**config.mk**
```make
export PLATFORM = sky130hd
export DESIGN_NAME = mem_access_unit
export DESIGN_NICKNAME = d
export VERILOG_FILES = /design/src/rtl/mem_access_unit.sv
export SDC_FILE = /design/constraint.sdc
export NUM_CORES = 1
export LEC_CHECK = 0
export ABC_AREA = 1
export BUFFER_PORTS_ARGS = -buffer_cell sky130_fd_sc_hd__clkbuf_2
export CAP_MARGIN = 25
export CORE_MARGIN = 2
export CORE_UTILIZATION = 35
export CTS_BUF_LIST = sky130_fd_sc_hd__clkbuf_4
export DETAILED_ROUTE_END_ITERATION = 6
export GPL_ROUTABILITY_DRIVEN = 0
export SKIP_LAST_GASP = 1
export SYNTH_ARGS = -nofsm -noshare
export SYNTH_HDL_FRONTEND = slang
export SYNTH_SLANG_ARGS = --single-unit
```
**constraint.sdc**
```tcl
create_clock -name Clk -period 1.59 [get_ports Clk]
set_input_delay 0.159 -clock Clk [delete_from_list [all_inputs] [get_ports Clk]]
set_output_delay 0.159 -clock Clk [all_outputs]
set_load 0.03 [all_outputs]
```
**src/rtl/mem_access_unit.sv**
```systemverilog
// mem_access_unit: multi-cycle load/store sequencer holding MAR/MDR
// stable for a fixed number of wait cycles, with an I/O window decode.
//
// Ports:
//   Clk, Reset       clock, synchronous active-high reset
//   ADDR_IN, DATA_IN effective address and store data, latched on accept
//   REQ, WE          request and direction, sampled only while idle
//   DATA_OUT         registered read data, held until the next read
//   DONE, BUSY       completion pulse, not-idle indicator
//   MEM_ADDR         MAR to memory and I/O
//   MEM_WDATA        MDR to the shared data bus
//   MEM_RDATA        read data from the memory / I/O mux
//   MEM_CE_N         memory chip enable (active low)
//   MEM_OE_N         read strobe (active low)
//   MEM_WE_N         write strobe (active low)
//   IO_SEL           I/O window select
//   WDATA_EN         bus drive enable for MEM_WDATA
module mem_access_unit #(
    parameter int          WAIT_CYCLES = 2,
    parameter logic [15:0] IO_BASE     = 16'hFE00
) (
    input  logic        Clk,
    input  logic        Reset,
    input  logic [15:0] ADDR_IN,
    input  logic [15:0] DATA_IN,
    input  logic        REQ,
    input  logic        WE,
    output logic [15:0] DATA_OUT,
    output logic        DONE,
    output logic        BUSY,
    output logic [15:0] MEM_ADDR,
    output logic [15:0] MEM_WDATA,
    input  logic [15:0] MEM_RDATA,
    output logic        MEM_CE_N,
    output logic        MEM_OE_N,
    output logic        MEM_WE_N,
    output logic        IO_SEL,
    output logic        WDATA_EN
);

    typedef enum logic [1:0] {
        IDLE     = 2'd0,
        ACCESS   = 2'd1,
        COMPLETE = 2'd2
    } state_t;

    localparam logic [3:0] CNT_LOAD = 4'(WAIT_CYCLES - 1);

    state_t      state_q, state_d;
    logic [3:0]  cnt_q,   cnt_d;
    logic [15:0] mar_q,   mar_d;
    logic [15:0] mdr_q,   mdr_d;
    logic        op_we_q, op_we_d;
    logic [15:0] dout_q,  dout_d;

    logic        io_hit;

    always_comb begin
        state_d = state_q;
        cnt_d   = cnt_q;
        mar_d   = mar_q;
        mdr_d   = mdr_q;
        op_we_d = op_we_q;
        dout_d  = dout_q;
        unique case (state_q)
            IDLE: begin
                if (REQ) begin
                    mar_d   = ADDR_IN;
                    mdr_d   = DATA_IN;
                    op_we_d = WE;
                    cnt_d   = CNT_LOAD;
                    state_d = ACCESS;
                end
            end
            ACCESS: begin
                // Counter reaching zero marks the last wait cycle;
                // read data is sampled on that same edge.
                if (cnt_q == 4'd0) begin
                    state_d = COMPLETE;
                    if (!op_we_q) begin
                        dout_d = MEM_RDATA;
                    end
                end else begin
                    cnt_d = cnt_q - 4'd1;
                end
            end
            COMPLETE: begin
                state_d = IDLE;
            end
            default: begin
                state_d = IDLE;
            end
        endcase
    end

    always_ff @(posedge Clk) begin
        if (Reset) begin
            state_q <= IDLE;
            cnt_q   <= 4'd0;
            mar_q   <= 16'd0;
            mdr_q   <= 16'd0;
            op_we_q <= 1'b0;
            dout_q  <= 16'd0;
        end else begin
            state_q <= state_d;
            cnt_q   <= cnt_d;
            mar_q   <= mar_d;
            mdr_q   <= mdr_d;
            op_we_q <= op_we_d;
            dout_q  <= dout_d;
        end
    end

    assign io_hit = (mar_q >= IO_BASE);

    always_comb begin
        MEM_CE_N = 1'b1;
        MEM_OE_N = 1'b1;
        MEM_WE_N = 1'b1;
        IO_SEL   = 1'b0;
        WDATA_EN = 1'b0;
        if (state_q == ACCESS) begin
            MEM_CE_N = io_hit;
            IO_SEL   = io_hit;
            MEM_OE_N = op_we_q;
            MEM_WE_N = !op_we_q;
            WDATA_EN = op_we_q;
        end
    end

    assign DONE      = (state_q == COMPLETE);
    assign BUSY      = (state_q != IDLE);
    assign MEM_ADDR  = mar_q;
    assign MEM_WDATA = mdr_q;
    assign DATA_OUT  = dout_q;

endmodule
```
==> results of run 1 <==
area by class of cell:
cell class                 count  area [sq um]  share of cell area (%)
multi-input combinational    182           811                    29.5
sequential                    55          1100                    40.2
inverter                      12          47.5                    1.73
timing repair buffer         116           621                    22.6
tap                           72          90.1                    3.28
clock inverter                 2          37.5                    1.37
clock buffer                   5          37.5                    1.37
per-stage QoR:
stage	hold slack, ns	util [%]	std cells
6_report	0.0200	49.6	444
4_1_cts	0.00584	49.5	444
3_5_place_dp	0.408	47.2	432
2_1_floorplan	0.228	-	262
5_1_grt	0.00391	49.6	444
3_3_place_gp	0.395	47.2	432
critical path, stage by stage (launching register included):
cell and delay (ns):
dfxtp_2 0.38, nand2_1 0.05, nor2_1 0.12, nand4_1 0.13, nor2_1 0.11, clkbuf_4 0.19
registers in the layout (all words and copies together), names as in the netlist:
register   cells
state_q        2
cnt_q          4
MEM_ADDR      16
MEM_WDATA     16
DATA_OUT      16
op_we_q        1
placed cells by master, fill, tap and decap left out, drive strengths merged:
cell type	n
a21oi	5
buf	5
bufinv	1
clkbuf	111
clkinvlp	1
dfxtp	55
dlygate4sd3	5
ha	2
inv	12
nand2	10
nand3	5
nand4	1
nor2	106
nor3	2
o21ai	50
or2	1
metal layers:
metal  part of all wire, %  wire [um]
met1                    45       2370
met2                    48       2490
met3                   5.7        297
met4                   1.5         76
met5                     0          0
cell usage after synthesis:
library cell	n	area [sq um]
nor2_1	105	394
or2_2	1	6.26
o21ai_1	3	15.0
nand3_2	1	10.0
o21ai_0	47	235
buf_4	3	22.5
ha_1	2	25.0
inv_2	2	7.51
nand2_2	1	6.26
nand3_4	1	17.5
clkbuf_2	1	5.00
nand4_1	1	6.26
nand3_1	3	15.0
nor2_4	1	11.3
dfxtp_1	55	1100
inv_1	10	37.5
nand2_1	9	33.8
buf_6	1	11.3
clkbuf_1	8	30.0
a21oi_1	5	25.0
nor3_1	2	10.0
how the worst max path moves through the flow:
stage / end / slack, ns / cells past startpoint
2_1_floorplan: IO_SEL / 0.22 / 4
4_1_cts: IO_SEL / 0.008 / 5
5_1_grt: IO_SEL / -0.007 / 5
3_5_place_dp: DATA_OUT[0] / 0.19 / 6
3_3_place_gp: DATA_OUT[10] / 0.21 / 6
6_report: IO_SEL / 0.07 / 5
report_power, final:
group | switching (W) | internal (W) | leakage [nW] | total, W
combinational | 0.000622 | 0.000286 | 0.846 | 0.000908
clock | 0.000430 | 0.000323 | 0.0373 | 0.000753
sequential | 0.0000856 | 0.00153 | 0.454 | 0.00162
repair_timing:
action / CTS / global route
pin swaps: 0 / 0
hold buffers: 5 / 0
setup endpoints to repair: 1 / 6
hold endpoints to repair: 6 / 0
gates resized for setup: 1 / 4
cells by family after synthesis:
logic type	Yosys count
compound gates	55
simple gates	125
flops	55
fa+ha+maj	2
buf+inv	25
==> impl_metrics.yaml, run 1 <==
outcome:
  outcome: "finished clean"
detailed_routing:
  drc: 0
  drt_wl_total_mm: 5.23
  viasPerCell: 4.52
  first_iter_violations: 97
  postRouteAntennaNets: 0
  first_pass_iters: 4
  num_vias: 2006
  wl_per_cell_um: 11.8
sta:
  finalSetupViolCount: 0
  setup_tns_ns: 0
  fin_ws_ns: 0.0679
  rsz0062_at_grt: "yes"
  maxSlewHeadroom_pct: 78.6
  max_slew.worst_pin.slew_ns: 0.321
  fmax_ghz: 0.657
  fin_crit_sh_pct: 95.7
  hold_violations: 0
  min_period_ns: 1.52
  skew_ns: 0.0200
  slew_violations: 0
floorplan:
  ios: 107
  core_area_sq_mm: 0.00554
  die_y_um: 80.1
  die_w_um: 80.1
  die-area_sq_mm: 0.00641
  initial_core_util_pct: 36.6
  core.rowCount: 27
clock_network:
  clkLatencyLatePin_ns: 0.38
  clkTransAtPathRegs_ns: 0.16
  cts_max_level: 2
  post_cts_buffers: 0
  cts_buffers: 5
  numClockSinks: 55
  ctsLongestPathBuffers: 2
  cts_root_buf: "clkbuf_4"
  tritoncts: "yes"
critical_path:
  required_ns: 1.43
  reg2reg_depth: 6
  r2r-start: "cnt_q[0]"
  worstSetupStartpointType: "flip-flop"
  crit_arrival_ns: 1.36
  reg2reg_to: "cnt_q[1]"
  path_class: "flip-flop to output pin"
  cp_max_fo: 3
  critPathCaptureType: "output pin"
  setup.worst_path.start: "MEM_ADDR[10]"
  ff2ff_setup_slack_ns: 0.23
synth:
  synth.cell_area_sq_mm: 0.00203
  yosysWarnings: 0
  synth-simple-area-share_pct: 25.2
  synth_cell_type_count: 21
  syn-num-nets: 316
  synthAdderAreaFrac_pct: 1.24
  postSynthAreaPerCell_sq_um: 7.73
  synth_compound_area_share_pct: 13.6
  ys_ff_latch: 55
  synthesis.instances: 262
  yosysSeqAreaShare_pct: 54.4
  synth.area.mux_share_pct: 0
  synth_xor_area_share_pct: 0
  synth_top_family_by_area: "simple AND/OR/NAND/NOR gates"
global_routing:
  grt_max_degree: 39
  grt_pass1_wl_mm: 8.27
  grt_use_met2_pct: 28.7
  grt_pass1_vias: 1833
  grt_util_met3_pct: 3.37
  met1_usage_pct: 19.8
  track_usage_pct: 16.4
  grt-busiest-layer: "met2"
  grt_overflow: 0
  antenna_found_initial: 0
worst_hold_path:
  hold_start: "ADDR_IN[11]"
  hp-class: "primary input to flip-flop"
  min_path_cells: 3
  holdPathEnd: "MEM_ADDR[11]"
place:
  post_dp_cell_area_sq_mm: 0.00262
  dp_slack_ns: 0.193
  hpwlAfterDp_mm: 3.78
  numPortBuffers: 106
power:
  power_density_mw_per_mm2: 1190
  ir_worst_vdd_mv: 0.380
  power_leakage_nw: 1.34
  power_w: 0.00328
cells_and_area:
  area_growth_pct: 35.6
  nFillCells: 606
  nets: 426
  final_area_sq_mm: 0.00275
  antennaDiodeCount: 0
  layout-drive-gt1-share_pct: 34.1
run:
  maxCapViolations: 0
Power figures use the tool's default switching activity.
==> run 2, diff against run 1 <==
--- a/config.mk
+++ b/config.mk
@@ -6,8 +6,9 @@
 export NUM_CORES = 1
 export LEC_CHECK = 0
 export ABC_AREA = 1
-export BUFFER_PORTS_ARGS = -buffer_cell sky130_fd_sc_hd__clkbuf_2
+export BUFFER_PORTS_ARGS = -buffer_cell sky130_fd_sc_hd__buf_2
 export CAP_MARGIN = 25
+export CORE_ASPECT_RATIO = 1.1
 export CORE_MARGIN = 2
 export CORE_UTILIZATION = 35
 export CTS_BUF_LIST = sky130_fd_sc_hd__clkbuf_4
==> impl_metrics.yaml, run 2 (same netlist as run 1, synthesis figures left out) <==
outcome:
  outcome: "finished clean"
cells_and_area:
  seqCellArea_sq_mm: 0.00111
  layout-drive-gt1-share_pct: 35.0
  nets: 424
  final_cell_mix: "nor2_1 (105), buf_2 (105), dfxtp_1 (51)"
  antennaDiodeCount: 0
  area_growth_pct: 35.0
  nFillCells: 626
  multi_input_area_sq_um: 811
power:
  power_leakage_nw: 1.35
  ir_worst_vdd_mv: 0.537
  power_density_mw_per_mm2: 1150
worst_hold_path:
  hp-class: "primary input to flip-flop"
clock_network:
  tritoncts: "yes"
  cts_root_buf: "clkbuf_4"
  clkLatencyLatePin_ns: 0.38
  cts_max_level: 2
  post_cts_buffers: 0
  cts_buffers: 5
  ctsLongestPathBuffers: 2
  numClockSinks: 55
  clkTransAtPathRegs_ns: 0.16
global_routing:
  track_usage_pct: 15.2
  grt_pass1_wl_mm: 8.02
  grt_max_degree: 37
  antenna_found_initial: 0
  grt_overflow: 0
  grt_pass1_vias: 1775
critical_path:
  reg2reg_to: "DATA_OUT[3]"
  ff2ff_setup_slack_ns: 0.21
  r2r-start: "cnt_q[0]"
  crit_arrival_ns: 1.33
  path_class: "flip-flop to output pin"
  critPathCaptureType: "output pin"
  worstSetupStartpointType: "flip-flop"
  cp_max_fo: 3
  required_ns: 1.43
  endpoint: "IO_SEL"
  reg2reg_depth: 6
  setup.worst_path.start: "MEM_ADDR[10]"
place:
  numPortBuffers: 106
  dp_slack_ns: 0.236
  hpwlAfterDp_mm: 3.67
sta:
  skew_ns: 0.0163
  holdWs_ns: 0.0192
  maxSlewHeadroom_pct: 72.4
  slew_violations: 0
  finalSetupViolCount: 0
  setup_tns_ns: 0
  fin_crit_sh_pct: 93.7
  min_period_ns: 1.49
  hold_violations: 0
  rsz0062_at_grt: "no"
  max_slew.worst_pin.slew_ns: 0.413
  fmax_ghz: 0.671
  fin_ws_ns: 0.100
floorplan:
  initial_core_util_pct: 35.6
  core.rowCount: 29
  core_area_sq_mm: 0.00570
  die_y_um: 83.8
  die-area_sq_mm: 0.00641
  ios: 107
  die_w_um: 76.5
detailed_routing:
  first_pass_iters: 4
  viasPerCell: 4.42
  drc: 0
  postRouteAntennaNets: 0
  wl_per_cell_um: 11.1
  first_iter_violations: 92
  num_vias: 1980
  drt_wl_total_mm: 4.97
run:
  maxCapViolations: 0
run 2: worst min-delay path by stage:
stage,from,endpoint,slack [ns],cells past startpoint
final,DATA_IN[0],MEM_WDATA[0],0.02,3
after global routing,MEM_RDATA[7],DATA_OUT[7],0.004,3
after CTS,DATA_IN[0],MEM_WDATA[0],0.0009,3
after detailed placement,Reset,cnt_q[1],0.39,2
after global placement,Reset,cnt_q[1],0.39,2
after floorplan,Reset,cnt_q[1],0.23,1
run 2: metrics by stage:
step,cells,power [W],area [sq um],util [%]
floorplan,262,0.00227,2030,-
global placement,437,0.00254,2630,46.2
detailed placement,437,0.00255,2630,46.2
CTS,448,0.00319,2730,47.9
global route,448,0.00335,2730,48.0
finish,448,0.00314,2730,48.0
run 2: timing repair:
| action | in CTS | in global routing |
|---|---|---|
| hold endpoints to repair | 5 | 0 |
| gates resized for setup | 0 | 6 |
| setup endpoints to repair | 0 | 1 |
| hold buffers | 3 | 0 |
run 2: routing by layer:
metal | routed length [um] | share of wire (%) | vias up | global-route usage, %
met1 | 2160 | 44 | 863 | 18.7
met4 | 54 | 1.1 | 0 | 3.47
met2 | 2480 | 50 | 65 | 27.1
met5 | 0 | 0 | - | 0
met3 | 275 | 5.5 | 5 | 3.35
li1 | - | - | 1047 | -
run 2: report_power, final:
group | total, W | internal, W | switching (W)
sequential | 0.00161 | 0.00153 | 0.0000808
combinational | 0.000907 | 0.000291 | 0.000616
clock | 0.000626 | 0.000197 | 0.000428
total | 0.00314 | 0.00202 | 0.00113
run 2: layout make-up:
cell class              count  area share [%]
inverters                  12            1.65
flip-flops and latches     55            40.5
clock inverters             2           0.641
multi-input cells         182            29.7
well taps                  77            3.52
clock buffers               6            1.65
repair buffers            114            22.4
run 2: worst max-delay path, stage by stage (launching register included):
cell and delay [ns]:
dfxtp_2 0.36, nand2_1 0.05, nor2_1 0.11, nand4_1 0.12, nor2_1 0.14, buf_4 0.18
==> run 3, diff against run 2 <==
--- a/config.mk
+++ b/config.mk
@@ -6,6 +6,7 @@
 export NUM_CORES = 1
 export LEC_CHECK = 0
 export ABC_AREA = 1
+export ABC_CLOCK_PERIOD_IN_PS = 1590
 export BUFFER_PORTS_ARGS = -buffer_cell sky130_fd_sc_hd__buf_2
 export CAP_MARGIN = 25
 export CORE_ASPECT_RATIO = 1.1
==> constraint.sdc (replaced) <==
create_clock -name Clk -period 1.59 [get_ports Clk]
set_input_delay 0.159 -clock Clk [delete_from_list [all_inputs] [get_ports Clk]]
set_output_delay 0.159 -clock Clk [all_outputs]
set_load 0.02 [all_outputs]
==> impl_metrics.yaml, run 3 (same netlist as run 1, synthesis figures left out) <==
sta:
  max_slew.worst_pin.slew_ns: 0.413
  maxSlewHeadroom_pct: 72.4
  hold_violations: 0
  min_period_ns: 1.48
  finalSetupViolCount: 0
  fmax_ghz: 0.673
  holdWs_ns: 0.0192
  setup_tns_ns: 0
  rsz0062_at_grt: "no"
  fin_crit_sh_pct: 93.4
  skew_ns: 0.0163
  slew_violations: 0
cells_and_area:
  multi_input_area_sq_um: 811
  layout_commonest_cell: "buf_2"
  area_growth_pct: 34.8
  nFillCells: 627
  utilization_pct: 47.9
  nets: 424
  seqCellArea_sq_mm: 0.00111
  final_cell_mix: "buf_2 (106), nor2_1 (105), dfxtp_1 (51)"
  final_area_sq_mm: 0.00273
  antennaDiodeCount: 0
  fin_cells: 448
  layout-drive-gt1-share_pct: 35.0
floorplan:
  initial_core_util_pct: 35.6
  die-area_sq_mm: 0.00641
  core.rowCount: 29
  core_area_sq_mm: 0.00570
  die_y_um: 83.8
  ios: 107
  die_w_um: 76.5
detailed_routing:
  postRouteAntennaNets: 0
  drt_wl_total_mm: 4.97
  first_pass_iters: 4
  viasPerCell: 4.42
  wl_per_cell_um: 11.1
  drc: 0
  num_vias: 1980
  first_iter_violations: 92
clock_network:
  clkLatencyLatePin_ns: 0.38
  cts_max_level: 2
  clkTransAtPathRegs_ns: 0.16
  tritoncts: "yes"
  cts_root_buf: "clkbuf_4"
  numClockSinks: 55
  cts_buffers: 5
  ctsLongestPathBuffers: 2
critical_path:
  slowest_stage: "dfxtp_2"
  worstSetupStartpointType: "flip-flop"
  critPathCaptureType: "output pin"
  crit_chain: "nand2_1 > nor2_1 > nand4_1 > nor2_1 > buf_2"
  path_delay_family: "simple AND/OR/NAND/NOR gates"
  path_buf_inv: 1
  critPathMaxStageDelay_ns: 0.36
  path_class: "flip-flop to output pin"
  required_ns: 1.43
  cp_max_fo: 3
  crit_top_cell: "nor2_1"
  crit_arrival_ns: 1.33
global_routing:
  grt_max_degree: 37
  grt_overflow: 0
  track_usage_pct: 15.2
  grt_pass1_wl_mm: 8.02
  antenna_found_initial: 0
  grt_pass1_vias: 1775
place:
  hpwlAfterDp_mm: 3.67
  dp.cells: 437
  post_dp_cell_area_sq_mm: 0.00263
  numPortBuffers: 106
run:
  maxCapViolations: 0
power:
  power_density_mw_per_mm2: 1110
  ir_worst_vdd_mv: 0.532
  power_leakage_nw: 1.35
  pwr-share-clk_pct: 20.6
  p_int_w: 0.00202
  switchingPower_w: 0.00102
  p_seq_share_pct: 53.1
  combPwrFrac_pct: 26.3
  netSwitchingFraction_pct: 33.5
outcome:
  outcome: "finished clean"
worst_hold_path:
  hp-class: "primary input to flip-flop"
-- run 3: cell counts in the layout (fill, tap and decap cells not counted) --
Identical to the previous run, type by type.
-- run 3: power by group through the flow --
| stage | Combinational (W) | Sequential [W] | Clock (W) |
|---|---|---|---|
| final | 0.000798 | 0.00161 | 0.000626 |
| after floorplan | 0.000366 | 0.00180 | 0 |
| after CTS | 0.000808 | 0.00161 | 0.000663 |
| after detailed placement | 0.000802 | 0.00164 | 0 |
| after global placement | 0.000796 | 0.00164 | 0 |
| after global routing | 0.000887 | 0.00163 | 0.000718 |
-- run 3: repair_timing --
action | CTS | global route
endpoints found under the setup margin | 0 | 1
resized for setup | 0 | 4
hold buffers | 3 | 0
endpoints found under the hold margin | 5 | 0
setup buffers | 0 | 0
-- run 3: stage by stage --
stage	setup WS, ns	power, W
final	0.105	0.00304
after global routing	0.0200	0.00324
after CTS	0.0720	0.00308
after detailed placement	0.236	0.00244
after global placement	0.258	0.00243
after floorplan	0.388	0.00216
-- run 3: path summary, 6_finish.rpt --
| kind | to | depth (start not counted) | slack [ns] | startpoint |
|---|---|---|---|---|
| max | IO_SEL | 5 | 0.11 | MEM_ADDR[10] |
| min | MEM_WDATA[0] | 3 | 0.02 | DATA_IN[0] |
| max reg2reg | DATA_OUT[3] | 6 | 0.21 | cnt_q[0] |
| min reg2reg | DATA_OUT[15] | 2 | 0.49 | DATA_OUT[15] |
-- run 3: per-layer routing --
metal	vias to the layer above	GRT usage (%)	share of wire (%)
met1	863	18.7	44
li1	1047	-	-
met2	65	27.1	50
met5	-	0	0
met3	5	3.35	5.5
met4	0	3.47	1.1
-- run 3: worst reg2reg max path, delay by kind of cell, from the launching register on --
family,cells,cell delay (ns)
buffers and inverters,2,0.39
and+or+nand+nor,3,0.37
DFF,1,0.34
adders and majority gates,1,0.22
-- run 3: layout make-up --
type,instances,share of cell area (%)
well taps,77,3.53
clock buffers,6,1.65
multi-input cells,182,29.7
inverters,12,1.65
clock inverters,2,0.641
repair buffers,114,22.4
flip-flops and latches,55,40.5
